--- config.mk ---
export PLATFORM = sky130hd
export DESIGN_NAME = word_serial_bignum_adder
export DESIGN_NICKNAME = d
export VERILOG_FILES = /design/src/rtl/bignum_pkg.sv /design/src/rtl/cla16_slice.sv /design/src/rtl/word_serial_bignum_adder.sv
export SDC_FILE = /design/constraint.sdc
export NUM_CORES = 1
export LEC_CHECK = 0
export ABC_AREA = 1
export CORE_MARGIN = 2
export CORE_UTILIZATION = 46
export DETAILED_ROUTE_END_ITERATION = 10
export GPL_TIMING_DRIVEN = 0
export HOLD_SLACK_MARGIN = 0.08
export MAX_ROUTING_LAYER = met4
export PLACE_DENSITY = 0.9
export SLEW_MARGIN = 40
export SYNTH_ARGS = -nofsm -noshare
export SYNTH_HDL_FRONTEND = slang
export SYNTH_SLANG_ARGS = --single-unit
--- constraint.sdc ---
create_clock -name clk -period 3.1 [get_ports clk]
set_input_delay 0.31 -clock clk [delete_from_list [all_inputs] [get_ports clk]]
set_output_delay 0.31 -clock clk [all_outputs]
set_load 0.05 [all_outputs]
--- src/rtl/bignum_pkg.sv ---
// Shared widths, word/index types and state encoding for the word-serial bignum adder.
package bignum_pkg;

    localparam int unsigned WORD_W = 16;
    localparam int unsigned WORDS  = 64;
    localparam int unsigned CNT_W  = $clog2(WORDS);

    typedef logic [WORD_W-1:0] word_t;
    typedef logic [CNT_W-1:0]  idx_t;

    typedef enum logic {IDLE, RUN} state_t;

endpackage

--- src/rtl/cla16_slice.sv ---
// Combinational 16-bit carry-lookahead adder slice: four 4-bit groups with group-level lookahead.
module cla16_slice
    import bignum_pkg::*;
(
    input  word_t a,
    input  word_t b,
    input  logic  ci,
    output word_t sum,
    output logic  co
);

    word_t      w_g;
    word_t      w_p;
    word_t      w_c;
    logic [3:0] w_gg;
    logic [3:0] w_gp;
    logic [4:0] w_gc;

    always_comb begin
        w_g  = a & b;
        w_p  = a ^ b;
        w_gg = '0;
        w_gp = '0;
        w_gc = '0;
        w_c  = '0;
        for (int k = 0; k < 4; k++) begin
            w_gg[k] = w_g[4*k+3]
                    | (w_p[4*k+3] & w_g[4*k+2])
                    | (w_p[4*k+3] & w_p[4*k+2] & w_g[4*k+1])
                    | ((&w_p[4*k+1 +: 3]) & w_g[4*k]);
            w_gp[k] = &w_p[4*k +: 4];
        end
        w_gc[0] = ci;
        for (int k = 0; k < 4; k++) begin
            w_gc[k+1] = w_gg[k] | (w_gp[k] & w_gc[k]);
        end
        // Bit carries inside each group start from that group's lookahead carry
        for (int k = 0; k < 4; k++) begin
            w_c[4*k] = w_gc[k];
            for (int j = 0; j < 3; j++) begin
                w_c[4*k+j+1] = w_g[4*k+j] | (w_p[4*k+j] & w_c[4*k+j]);
            end
        end
        sum = w_p ^ w_c;
        co  = w_gc[4];
    end

endmodule

--- src/rtl/word_serial_bignum_adder.sv ---
// Word-serial multi-word adder, LS word first, carry chained between beats.
// Optional subtract mode (A + ~B + 1) when BIGNUM_ADDER_SUB_EN is defined.
module word_serial_bignum_adder
    import bignum_pkg::*;
#(
    parameter int unsigned WORDS_P = WORDS,
    localparam int unsigned IDX_W  = $clog2(WORDS_P)
) (
    input  logic             clk,
    input  logic             rst_n,
    input  logic             in_valid,
    output logic             in_ready,
    input  word_t            in_a,
    input  word_t            in_b,
    input  logic             in_cin,
`ifdef BIGNUM_ADDER_SUB_EN
    input  logic             in_sub,
`endif
    output logic             out_valid,
    input  logic             out_ready,
    output word_t            out_sum,
    output logic [IDX_W-1:0] out_idx,
    output logic             out_last,
    output logic             out_cout,
    output logic             busy
);

    localparam logic [IDX_W-1:0] LAST_IDX = IDX_W'(WORDS_P - 1);

    state_t           r_state;
    logic [IDX_W-1:0] r_idx;
    logic             r_carry;
    logic             r_out_valid;
    word_t            r_out_sum;
    logic [IDX_W-1:0] r_out_idx;
    logic             r_out_last;
    logic             r_out_cout;

    logic  w_in_fire;
    logic  w_out_fire;
    logic  w_first;
    logic  w_last;
    logic  w_ci;
    word_t w_b;
    word_t w_sum;
    logic  w_co;

`ifdef BIGNUM_ADDER_SUB_EN
    logic r_sub;
    logic w_sub;
`endif

    assign in_ready   = !r_out_valid | out_ready;
    assign w_in_fire  = in_valid & in_ready;
    assign w_out_fire = r_out_valid & out_ready;
    assign w_first    = (r_idx == '0);
    assign w_last     = (r_idx == LAST_IDX);

    always_comb begin
`ifdef BIGNUM_ADDER_SUB_EN
        // Mode is latched on word 0; later changes of in_sub are ignored
        w_sub = w_first ? in_sub : r_sub;
        w_b   = w_sub ? ~in_b : in_b;
        w_ci  = w_first ? (in_sub | in_cin) : r_carry;
`else
        w_b   = in_b;
        w_ci  = w_first ? in_cin : r_carry;
`endif
    end

    cla16_slice u_slice (
        .a   (in_a),
        .b   (w_b),
        .ci  (w_ci),
        .sum (w_sum),
        .co  (w_co)
    );

    always_ff @(posedge clk or negedge rst_n) begin
        if (!rst_n) begin
            r_state     <= IDLE;
            r_idx       <= '0;
            r_carry     <= 1'b0;
            r_out_valid <= 1'b0;
            r_out_sum   <= '0;
            r_out_idx   <= '0;
            r_out_last  <= 1'b0;
            r_out_cout  <= 1'b0;
`ifdef BIGNUM_ADDER_SUB_EN
            r_sub       <= 1'b0;
`endif
        end else if (w_in_fire) begin
            r_out_valid <= 1'b1;
            r_out_sum   <= w_sum;
            r_out_idx   <= r_idx;
            r_out_last  <= w_last;
            r_out_cout  <= w_last & w_co;
            r_carry     <= !w_last & w_co;
            r_idx       <= w_last ? '0 : r_idx + 1'b1;
            r_state     <= w_last ? IDLE : RUN;
`ifdef BIGNUM_ADDER_SUB_EN
            r_sub       <= w_sub;
`endif
        end else if (w_out_fire) begin
            r_out_valid <= 1'b0;
        end
    end

    assign out_valid = r_out_valid;
    assign out_sum   = r_out_sum;
    assign out_idx   = r_out_idx;
    assign out_last  = r_out_last;
    assign out_cout  = r_out_cout;
    assign busy      = (r_state == RUN);

endmodule

==> results.md <==
- Most frequent cells in the layout: nand2_1, clkdlybuf4s50_1, dfrtp_1
- Leakage: approximately 1.4 nW
- Share of layout cells above drive strength 1: 0.0884
- Cell row count: 24
- Setup crit start kind: input port
- Largest net degree at the start of global routing: 20
- Fillers: around 350
- Clock latency on the worst-skew pair: a little under 0.3 ns
- Setup WS post-layout: roughly 0.15 ns
- CP Data Required Time: about 3.3 ns
- Nets: 360
- Register area share after synthesis: 0.411
- Finished Cell Area: between 0.002 and 0.003 mm^2
- Root Buffer: clkbuf_8
- PortBufs: 63
- Pre-CTS WS: -0.231 ns
- Area of the multi-input gates: 0.00110 mm^2
- Layout area overhead: 42.9%
- Area after DPL: about 0.0027 mm^2
- Post-Route WL: 4490 um
- CTS tree: done
- Die area: between 0.004 and 0.005 mm^2
- Post-synth EDFFs: 0
- Initial DRC Count: 94
- Max Cap Viol: 0
- CTS H-tree depth: 2
- Initial cell density of the core: 0.468
- Hpwl dp: ~3600 um
- Crit Path Max Fanout: 5
- Arrival @ worst endpoint: 3.10 ns
- Worst reg2reg path depth: 14
- Sink Count: 33
- Syn_area_per_cell: around 9 um^2
- Final setup viols: 0
- Final period util: 0.953
- Yosys reg bits: 33
- Reg area: between 800 and 900 um^2
- Fin. Hold Viols: 0
- Final Critical Period: 2.95 ns
- RSZ-0062 raised after global routing: no
- Mapped Nets: 288
- Synth Instances: approximately 220
- Final Max Tran Viols: 0
- Max VDD drop: 0.000293 V
- Reg2Reg Setup Slack: 0.30 ns
- Grt ovf: 0
- I/O pins: 64
- Die height: 70.1 um
- Clk slew on worst S/H paths: 0.07 ns
- Placer Congestion: 0.771
- Synth Flop Type: dfrtp_1
- First-pass GRT wire length: ~8000 um
- Antenna cell count: 0
- Maximum buffer depth of the clock tree: 2
- Synthesized area: between 0.002 and 0.0025 mm^2
- CTS buffer count: 5
- Vias in the first global route: about 1,800
- Most common cell after layout, fill and taps aside: nand2_1
- RR Endpoint: out_sum[15]
- Wirelength per Cell: 13.0 um
- Core area: approximately 0.0043 mm^2
- Final Util: 0.669
- Crit Path Category: input port to flip-flop
- Gr usage total: 0.211
- # Post-CTS Setup Buffers: 0
- Crit end category: flip-flop
- Final ANT Viol Nets: 0
- Critical R2R Launch: r_idx[0]
- Status: complete, no violations
- Drt via density: 4.99
- Post-route DRC: 0
- Initial antenna violation count: 0
- Worst Hold Class: input port to async pin
- Synth warnings: 0
- Fmax: around 340 MHz
- Worst slew pin tran: ~0.54 ns
- Worst Skew: between 0.006 and 0.007 ns
- Initial DRT Pass Iterations: 4
- Slew HR: 0.639
- Routed vias: roughly 1,700
- Power per cell area: between 600 and 700 mW/mm^2
- Die width: around 70 um
- Share of flip-flops with an asynchronous set or reset: 1.00
- Library cells used by synthesis: 25
-- power breakdown --
group          total (mW)  switching, mW  internal [mW]  leakage [nW]
Sequential          0.639         0.0868          0.553         0.403
Clock               0.419          0.157          0.262        0.0585
Combinational       0.870          0.555          0.315         0.904
-- worst max-delay path, cell delays in order --
cell	delay, ns
clkdlybuf4s50_1	0.46
ha_2	0.31
a21oi_2	0.13
and3_1	0.17
nand2_2	0.09
nand2_2	0.07
nand2_2	0.06
nand2_2	0.06
nand2_2	0.06
fa_1	0.39
fa_2	0.35
fa_1	0.38
xnor2_1	0.16
o21ai_0	0.08
-- synthesized netlist by cell type, types with 2 or more instances --
| library cell | n | area share |
|---|---|---|
| nor3_1 | 2 | 0.0050 |
| a41oi_1 | 3 | 0.013 |
| o21ai_0 | 13 | 0.032 |
| fa_1 | 12 | 0.12 |
| nand2_1 | 68 | 0.13 |
| nor2_1 | 9 | 0.017 |
| nand2_2 | 7 | 0.022 |
| nand4_1 | 2 | 0.0062 |
| nor2_2 | 2 | 0.0062 |
| xor2_1 | 5 | 0.022 |
| dfrtp_1 | 33 | 0.41 |
| clkbuf_1 | 4 | 0.0075 |
| inv_1 | 21 | 0.039 |
| nand3_1 | 7 | 0.017 |
| a21oi_1 | 6 | 0.015 |
| ha_1 | 18 | 0.11 |
-- metal layers --
layer / up-vias / routed length [um] / GRT usage
met1: 824 / 1810 / 0.242
met4: 0 / 42 / 0.0791
met2: 47 / 2430 / 0.369
met3: 4 / 203 / 0.0375
li1: 850 / - / -
met5: - / 0 / -
-- cell type report --
class | instances | share of cell area
repair buffers | 65 | 0.231
flip-flops and latches | 33 | 0.287
clock buffers | 7 | 0.0300
clock inverters | 1 | 0.0104
multi-input cells | 161 | 0.383
well taps | 52 | 0.0226
inverters | 22 | 0.0287
plain buffers | 5 | 0.00697
-- kinds of logic after synthesis --
logic type | count (synthesis) | synth area share
AOI/OAI and AO/OA | 24 | 0.0660
buffers and inverters | 27 | 0.0510
DFF | 33 | 0.411
and+or+nand+nor | 101 | 0.215
adders and majority gates | 30 | 0.231
xor gates and xnor gates | 6 | 0.0261
-- worst max-delay path by stage --
stage                        from           to  slack, ns  cells past startpoint
after floorplan           in_a[3]  out_sum[15]       0.40                     13
after global placement    in_a[3]  out_sum[15]      -0.19                     14
after detailed placement  in_a[3]  out_sum[15]      -0.23                     14
after CTS                 in_a[3]  out_sum[15]       0.06                     14
after global routing      in_a[7]  out_sum[15]       0.02                     13
final                     in_a[3]  out_sum[15]       0.15                     14
-- registers in the layout, summed over array words and instances (netlist names) --
| name | cells |
|---|---|
| out_cout | 1 |
| out_valid | 1 |
| out_last | 1 |
| r_idx | 6 |
| r_carry | 1 |
| out_idx | 6 |
| busy | 1 |
| out_sum | 16 |
-- repair_timing --
action	4_1_cts	5_1_grt
setup endpoints to repair	0	2
hold buffers	1	0
endpoints found under the hold margin	14	0
gates resized for setup	0	5
-- through the flow --
step	TNS (ns)	std cells	hold slack [ns]	power (mW)
global route	0	346	0.500	2.05
global placement	-0.280	336	0.461	1.48
floorplan	0	221	0.0144	1.19
finish	0	346	0.478	1.93
CTS	0	346	0.482	1.94
detailed placement	-0.369	337	0.253	1.52
Note: power is estimated with default switching activity, not from simulation.
==> patch, RTL diff (same settings) <==
Set the package constant `WORDS` to 128 (it was 64).
--- a/src/rtl/bignum_pkg.sv
+++ b/src/rtl/bignum_pkg.sv
@@ -2,7 +2,7 @@
 package bignum_pkg;
 
     localparam int unsigned WORD_W = 16;
-    localparam int unsigned WORDS  = 64;
+    localparam int unsigned WORDS  = 128;
     localparam int unsigned CNT_W  = $clog2(WORDS);
 
     typedef logic [WORD_W-1:0] word_t;
Ports: changed (resized out_idx); port bits go from 64 to 65. The function was not compared with the original's and may differ.
==> patch against the original RTL <==
- sequential power rose by 4.5%
- synthesized cell count rose by 5.9%
- register-to-register slack barely moved
- sequential cell count rose by 2
- clock skew fell by 0.00099 ns
- total power fell by 4.1%
- synthesized area rose by 6.1%
- design area rose by 3.2%
- sequential share of layout area rose by 0.79 points
- combinational power fell by 1%
- via count rose by 2.0%
- first-iteration DRC count rose by 17%
- setup slack improved by 0.032 ns
- routed wire length rose by 0.20%
==> patch: results (changes against the original RTL) <==
- Worst slew pin tran: 0.523 ns (was 0.541 ns)
- Routed met1 length: 1.84 mm (was 1.81 mm)
- Mapped Nets: 301 (was 288)
- Post-CTS Setup Bufs: 0 (unchanged)
- Top FF cell, synth: dfrtp_1 (unchanged)
- Worst hold path type: primary input to asynchronous set/reset pin (unchanged)
- Pre-CTS setup slack: -0.296 ns (was -0.231 ns)
- Nets: 374 (was 360)
- Input/output buffers: 64 (was 63)
- Vias in the first global route: 1726 (was 1822)
- Non-Filler Instances: 360 (was 346)
- Fin Hold WS: 0.449 ns (was 0.478 ns)
- Initial antenna violation count: 0 (unchanged)
- Cell family with most CP delay: adder cells (unchanged)
- Met1 Track Usage GR: 0.227 (was 0.242)
- Clock root buffer: clkbuf_8 (unchanged)
- Met2 GRT Util: 0.337 (was 0.369)
- Post-synthesis sequential area ratio: 0.411 (about the same)
- Largest net degree at the start of global routing: 26 (was 20)
- Synth top area cells: dfrtp_1 (41%), nand2_1 (12%), fa_1 (11%), ha_1 (11%), inv_1 (4.2%) (was dfrtp_1 (41%), nand2_1 (13%), fa_1 (12%), ha_1 (11%), inv_1 (3.9%))
- H-Tree Depth: 2 (unchanged)
- Routed wl met3: 221 um (was 203 um)
- Placed cell area: 2860 sq um (was 2730 sq um)
- Final WS setup: 0.179 ns (was 0.147 ns)
- Max stage delay on crit path: about 0.47 ns
- Switch share: 0.436 (was 0.414)
- Initial DRC Count: 110 (was 94)
- Max FO, Critical Path: 5 (unchanged)
- Max Used Layer: met4 (unchanged)
- Max IR drop VDD: 0.263 mV (was 0.293 mV)
- All-Layer GR Usage: 0.191 (was 0.211)
- Post_cts resized: 0 (unchanged)
- Warning count from the yosys run: 0 (unchanged)
- Clock power frac: 0.173 (was 0.217)
- TritonCTS Buffers: 5 (unchanged)
- Seq pwr: 0.000668 W (was 0.000639 W)
- Flop pwr share: 0.362 (was 0.332)
- Gpl congestion: 0.858 (was 0.771)
- First-pass GRT wire length: 7.62 mm (was 8.00 mm)
- Synth cell types: 25 (unchanged)
- Met3 Use GR: 0.0389 (was 0.0375)
- Placed cells: 351 (was 337)
- Pre-antenna DRT Iters: 4 (unchanged)
- Layout cell share with drive strength beyond 1: 0.107 (was 0.0884)
- Worst-case clock skew: 0.00537 ns (was 0.00636 ns)
- Arrival @ worst endpoint: 3.07 ns (was 3.10 ns)
- LEAKAGE: 1.41 nW (was 1.37 nW)
- Met2 Wirelength: 2.41 mm (was 2.43 mm)
- Commonest cells post-synth: nand2_1 (69), dfrtp_1 (35), inv_1 (24), ha_1 (18), o21ai_0 (15) (was nand2_1 (68), dfrtp_1 (33), inv_1 (21), ha_1 (18), o21ai_0 (13))
- HPWL after DPL: 3.70 mm (was 3.56 mm)
- Routed WL: 4.50 mm (was 4.49 mm)
- Status: completed (unchanged)
- Cells after synthesis: 234 (was 221)
- Via/cell ratio: 4.89 (was 4.99)
-- patch: worst paths after layout --
| check | from | endpoint | cells after the start |
|---|---|---|---|
| min in group clk | out_sum[8] | out_sum[8] | 2 |
| setup / recovery | in_a[3] | out_sum[15] | 14 |
| hold reg to reg | out_sum[8] | out_sum[8] | 2 |
| hold / removal | rst_n | out_sum[1] | 2 |
| max in group asynchronous | rst_n | r_idx[2] | 3 |
| setup reg to reg | r_idx[1] | out_sum[15] | 16 |
-- patch: kinds of logic after synthesis --
| group | share of synthesized area |
|---|---|
| compound gates | 0.0616 |
| xor+xnor | 0.0205 |
| fa+ha+maj | 0.218 |
| buf+inv | 0.0563 |
| flops | 0.411 |
| simple gates | 0.233 |
-- patch: cell type report --
type	count	area, sq um
fillers	368	1450
multi-input cells	167	1150
inverters	27	101
flip-flops and latches	35	876
clock inverters	2	12.5
clock buffers	6	72.6
well taps	52	65.1
plain buffers	5	18.8
repair buffers	66	673
